`src/rtl/power_stim_seq.sv`:
```
// power_stim_seq: LFSR stimulus sequencer with switching-activity counters; POWER_STIM_SEQ_TRACE_EN adds trace outputs
module power_stim_seq #(
  parameter int VEC_W = 4,
  parameter int CNT_W = 16,
  parameter int SETTLE = 1,
  parameter logic [VEC_W-1:0] TAPS = VEC_W'(4'b1100)
) (
  input  logic             clk,
  input  logic             rst,
  input  logic             start,
  input  logic [CNT_W-1:0] num_vecs,
  input  logic [VEC_W-1:0] seed,
  output logic [VEC_W-1:0] stim,
  input  logic             resp,
  output logic             busy,
  output logic             done,
  output logic [CNT_W-1:0] in_toggles,
  output logic [CNT_W-1:0] out_toggles,
  output logic [CNT_W-1:0] ones_cnt
`ifdef POWER_STIM_SEQ_TRACE_EN
  ,
  output logic             trace_valid,
  output logic [VEC_W-1:0] trace_vec,
  output logic             trace_resp
`endif
);
  localparam int WW = $clog2(SETTLE + 2);
  typedef enum logic [1:0] {ST_IDLE, ST_SETTLE, ST_SAMPLE, ST_DONE} state_t;
  state_t state;
  logic [WW-1:0] wt;
  logic [CNT_W-1:0] rem;
  logic first, prev;
  logic [VEC_W-1:0] nxt, seed_fix;
  assign nxt = {stim[VEC_W-2:0], ^(stim & TAPS)};
  assign seed_fix = (seed == '0) ? '1 : seed;
  function automatic logic [CNT_W-1:0] pop(input logic [VEC_W-1:0] v);
    pop = '0;
    for (int i = 0; i < VEC_W; i++) pop = pop + CNT_W'(v[i]);
  endfunction
  function automatic logic [CNT_W-1:0] sat_add(input logic [CNT_W-1:0] a, input logic [CNT_W-1:0] b);
    logic [CNT_W:0] s;
    s = {1'b0, a} + {1'b0, b};
    return s[CNT_W] ? '1 : s[CNT_W-1:0];
  endfunction
`ifdef POWER_STIM_SEQ_TRACE_EN
  assign trace_valid = (state == ST_SAMPLE);
  assign trace_vec = trace_valid ? stim : '0;
  assign trace_resp = trace_valid & resp;
`endif
  always_ff @(posedge clk) begin
    if (rst) begin
      state <= ST_IDLE;
      stim <= '0;
      busy <= 1'b0;
      done <= 1'b0;
      in_toggles <= '0;
      out_toggles <= '0;
      ones_cnt <= '0;
      rem <= '0;
      wt <= '0;
      first <= 1'b0;
      prev <= 1'b0;
    end else begin
      done <= 1'b0;
      case (state)
        ST_IDLE: if (start) begin
          in_toggles <= '0;
          out_toggles <= '0;
          ones_cnt <= '0;
          if (num_vecs != '0) begin
            stim <= seed_fix;
            rem <= num_vecs;
            wt <= WW'(SETTLE);
            first <= 1'b1;
            busy <= 1'b1;
            state <= (SETTLE == 0) ? ST_SAMPLE : ST_SETTLE;
          end else begin
            done <= 1'b1;
            state <= ST_DONE;
          end
        end
        ST_SETTLE: begin
          wt <= wt - 1'b1;
          if (wt == WW'(1)) state <= ST_SAMPLE;
        end
        ST_SAMPLE: begin
          ones_cnt <= sat_add(ones_cnt, CNT_W'(resp));
          if (!first && resp != prev) out_toggles <= sat_add(out_toggles, CNT_W'(1));
          first <= 1'b0;
          prev <= resp;
          rem <= rem - 1'b1;
          if (rem == CNT_W'(1)) begin
            busy <= 1'b0;
            done <= 1'b1;
            state <= ST_DONE;
          end else begin
            stim <= nxt;
            in_toggles <= sat_add(in_toggles, pop(stim ^ nxt));
            wt <= WW'(SETTLE);
            state <= (SETTLE == 0) ? ST_SAMPLE : ST_SETTLE;
          end
        end
        default: state <= ST_IDLE;
      endcase
    end
  end
endmodule

```
`config.mk`:
```
export PLATFORM = sky130hd
export DESIGN_NAME = power_stim_seq
export DESIGN_NICKNAME = d
export VERILOG_FILES = /design/src/rtl/power_stim_seq.sv
export SDC_FILE = /design/constraint.sdc
export NUM_CORES = 1
export LEC_CHECK = 0
export BUFFER_PORTS_ARGS = -buffer_cell sky130_fd_sc_hd__buf_2
export CAP_MARGIN = 30
export CORE_MARGIN = 4
export CORE_UTILIZATION = 40
export DETAILED_ROUTE_END_ITERATION = 6
export HOLD_SLACK_MARGIN = 0.06
export PLACE_DENSITY = 0.66
export SYNTH_ARGS = -nofsm -noshare
export SYNTH_HDL_FRONTEND = slang
export SYNTH_SLANG_ARGS = --single-unit
export TNS_END_PERCENT = 5
```
`constraint.sdc`:
```
create_clock -name clk -period 4.18 [get_ports clk]
set_input_delay 0.836 -clock clk [delete_from_list [all_inputs] [get_ports clk]]
set_output_delay 0.836 -clock clk [all_outputs]
set_load 0.02 [all_outputs]
```
==> results.cfg <==
[placed_design]
place_hpwl_um = 8720
gp_congestion = 0.885
dp_cells = 770
port_buffers = 77

[synthesis]
synth-edff-count = 0
synth_top_family_by_area = compound AO/OA/AOI/OAI gates
ys_types = 63
synthArstFlopShare_pct = 0
yosysWarnings = 0
syn-num-nets = 614
netlist_area_um2 = 4400
ys.flop_type = dfxtp_1
synth-simple-area-share_pct = 26.3
synth_compound_area_share_pct = 29.2
ys_seq_elements = 76
synth_xor_area_share_pct = 0.995
syn_inst = 580
synth_area_per_cell_um2 = 7.59
synthAdderAreaFrac_pct = 3.36
synth_mux_area_share_pct = 0.256
ys_seq_area_share_pct = 34.6

[route]
wire_per_inst_um = 15.7
wirelength_um = 12300
antenna_left = 0
post_drt_via_cell_ratio = 5.84
first_pass_iters = 5
drt_iter0_drc = 251
dr_total_vias = 4582
drc = 0

[floorplanning]
core-area_um2 = 10800
fp-row-count = 38
die_x_um = 113
start_util_pct = 40.8
die_area_um2 = 12700
io_pins = 78
die_y_um = 113

[cts]
tritoncts = built
cts_buffers = 9
clkLatencyLatePin_ns = 0.36
cts_resized = 0
cts_num_sinks = 76
clock_path_buffers = 2
cts-hold-fix-buffers = 0
cts_setup_buffers = 0
ctsRootBufferMaster = clkbuf_8
cts-htree-levels = 3
cts.clk_slew.worst_paths_ns = 0.08

[pwr]
ir_drop_v = 0.000202
leakage_nw = 1.97
pwr_density_cell_nw_per_um2 = 331

[final_layout]
final_cells = 785
nNetsFinal = 675
multi_input_area_um2 = 2650
diodes = 0
fill_cells = 1065
layout-drive-gt1-share_pct = 18.8
final_util_pct = 47.2
seq_area_um2 = 1520
syn2layout_area_growth_pct = 15.7

[setup_path]
endpoint_kind = flop
crit_path_frequent_cell = fa_1
cp.required_ns = 4.39
crit_fanout = 7
crit_chain = xor2_1 -> xnor2_1 -> fa_1 -> fa_1 -> inv_1 -> fa_1 -> nand3_1 -> nor4_1 -> nand4b_1 -> a21oi_1 -> nor3_2
critical-path-max-stage-delay_ns = 0.53
critPathKind = reg -> reg
cp-start-kind = flop
cp_slowest_cell = nor4_1
cp.arrival_ns = 3.53

[flow_run]
drv_cap = 0

[hold_path]
hold_path.class = reg -> reg

[timing]
tightest_slew_ns = 0.935
clock.fmax_ghz = 0.301
fin_setup_tns_ns = 0
drv_slew = 0
finalHoldViolations = 0
finalSetupViolCount = 0
finClkSkew_ns = 0.00838
min_period_over_period_pct = 79.5
fin_crit_ns = 3.32
relSlewSlack_pct = 37.4
rsz0062_at_grt = no

[global_route]
grt_max_degree = 39
antenna_found_initial = 0
grt_overflow_total = 0
grtUsageTotal_pct = 19.5
grt_pass1_wl_um = 20700
grt_pass1_vias = 4371

[status]
outcome = finished, final reports clean
-- Yosys cell counts (8+ instances only) --
cell,count,area [um^2]
nor3_1,28,140
o21ai_0,60,300
o22ai_1,8,50.1
and3_1,12,75.1
dfxtp_1,76,1520
nor2_1,56,210
nand3_1,23,115
nand2_1,48,180
a21oi_1,62,310
nor4_1,12,75.1
a31oi_1,12,75.1
inv_1,20,75.1
clkbuf_1,26,97.6
nand4_1,8,50.1
-- area by class of cell --
class,instances,area share (%)
multi-input cells,449,52.0
well taps,140,3.44
clock inverters,4,1.43
flip-flops and latches,76,29.9
clock buffers,11,2.97
repair buffers,85,8.82
inverters,20,1.47
-- sequential cells by signal, summed over array words and instances (netlist names) --
name,count
done,1
state,2
ones_cnt,16
wt,2
prev,1
in_toggles,16
stim,4
first,1
out_toggles,16
busy,1
rem,16
-- logic make-up after synthesis --
kind of cell | Yosys count
buffers and inverters | 55
AO/OA/AOI/OAI | 204
multiplexers | 1
XOR/XNOR | 5
flip-flops | 76
adder cells (fa/ha/maj) | 10
AND/OR/NAND/NOR | 229
-- per-stage QoR --
stage,hold slack (ns),setup slack [ns],total power [mW],area [um^2]
3_3_place_gp,0.455,1.01,1.04,4860
5_1_grt,0.506,0.559,1.77,5090
3_5_place_dp,0.459,0.865,1.05,4870
2_1_floorplan,0.445,0.990,0.985,4400
4_1_cts,0.472,0.862,1.70,5090
6_report,0.471,0.857,1.68,5090
-- metal layers --
metal  routed length, um  up-vias  track usage, %
met2                5630      141            30.6
met4                 307        0            9.21
met5                   0        -               0
li1                    -     2283               -
met1                5670     2137            26.2
met3                 710       21            3.37
-- path summary, 6_finish.rpt --
| check | start | to | slack, ns | depth (start not counted) |
|---|---|---|---|---|
| max | stim[2] | in_toggles[14] | 0.86 | 11 |
| min | prev | prev | 0.47 | 2 |
| max reg2reg | stim[2] | in_toggles[14] | 0.86 | 11 |
| min reg2reg | prev | prev | 0.47 | 2 |
-- critical path: cells and delay by family, from the launching register on --
kind / cells / cell delay, ns
simple gates: 4 / 0.94
xor+xnor: 2 / 0.49
fa+ha+maj: 3 / 1.06
buf+inv: 1 / 0.08
compound gates: 1 / 0.19
flops: 1 / 0.44
-- placed cells by master, fill, tap and decap left out, types with 3 or more instances in the layout --
cell type and n:
nor4_1 12, nand4_1 8, a221oi_1 3, and2_1 4
a31oi_1 12, and3_1 12, a21oi_1 62, xnor2_1 4
clkbuf_8 11, a211oi_1 5, fa_1 3, a22o_1 3
o21bai_1 3, nand2_1 48, nor3_2 4, a32oi_1 4
nor2_1 56, nor3_1 28, or4_1 7, inv_1 20
o31a_1 4, o221a_2 3, o22ai_1 8, and4_1 3
o32ai_1 3, o21a_1 5, nand3_1 23, or3_1 6
ha_1 7, a41oi_1 5, o21ai_0 60, nand2b_1 3
or2_2 3, nor2b_1 5, dfxtp_1 76, buf_2 77
a22oi_1 3, buf_4 7
-- power by group --
group          internal [mW]  switching, mW
Sequential             0.748         0.0279
Clock                  0.365          0.279
Combinational         0.0962          0.167
Total                   1.21          0.474
Note: power is estimated with default switching activity, not from simulation.
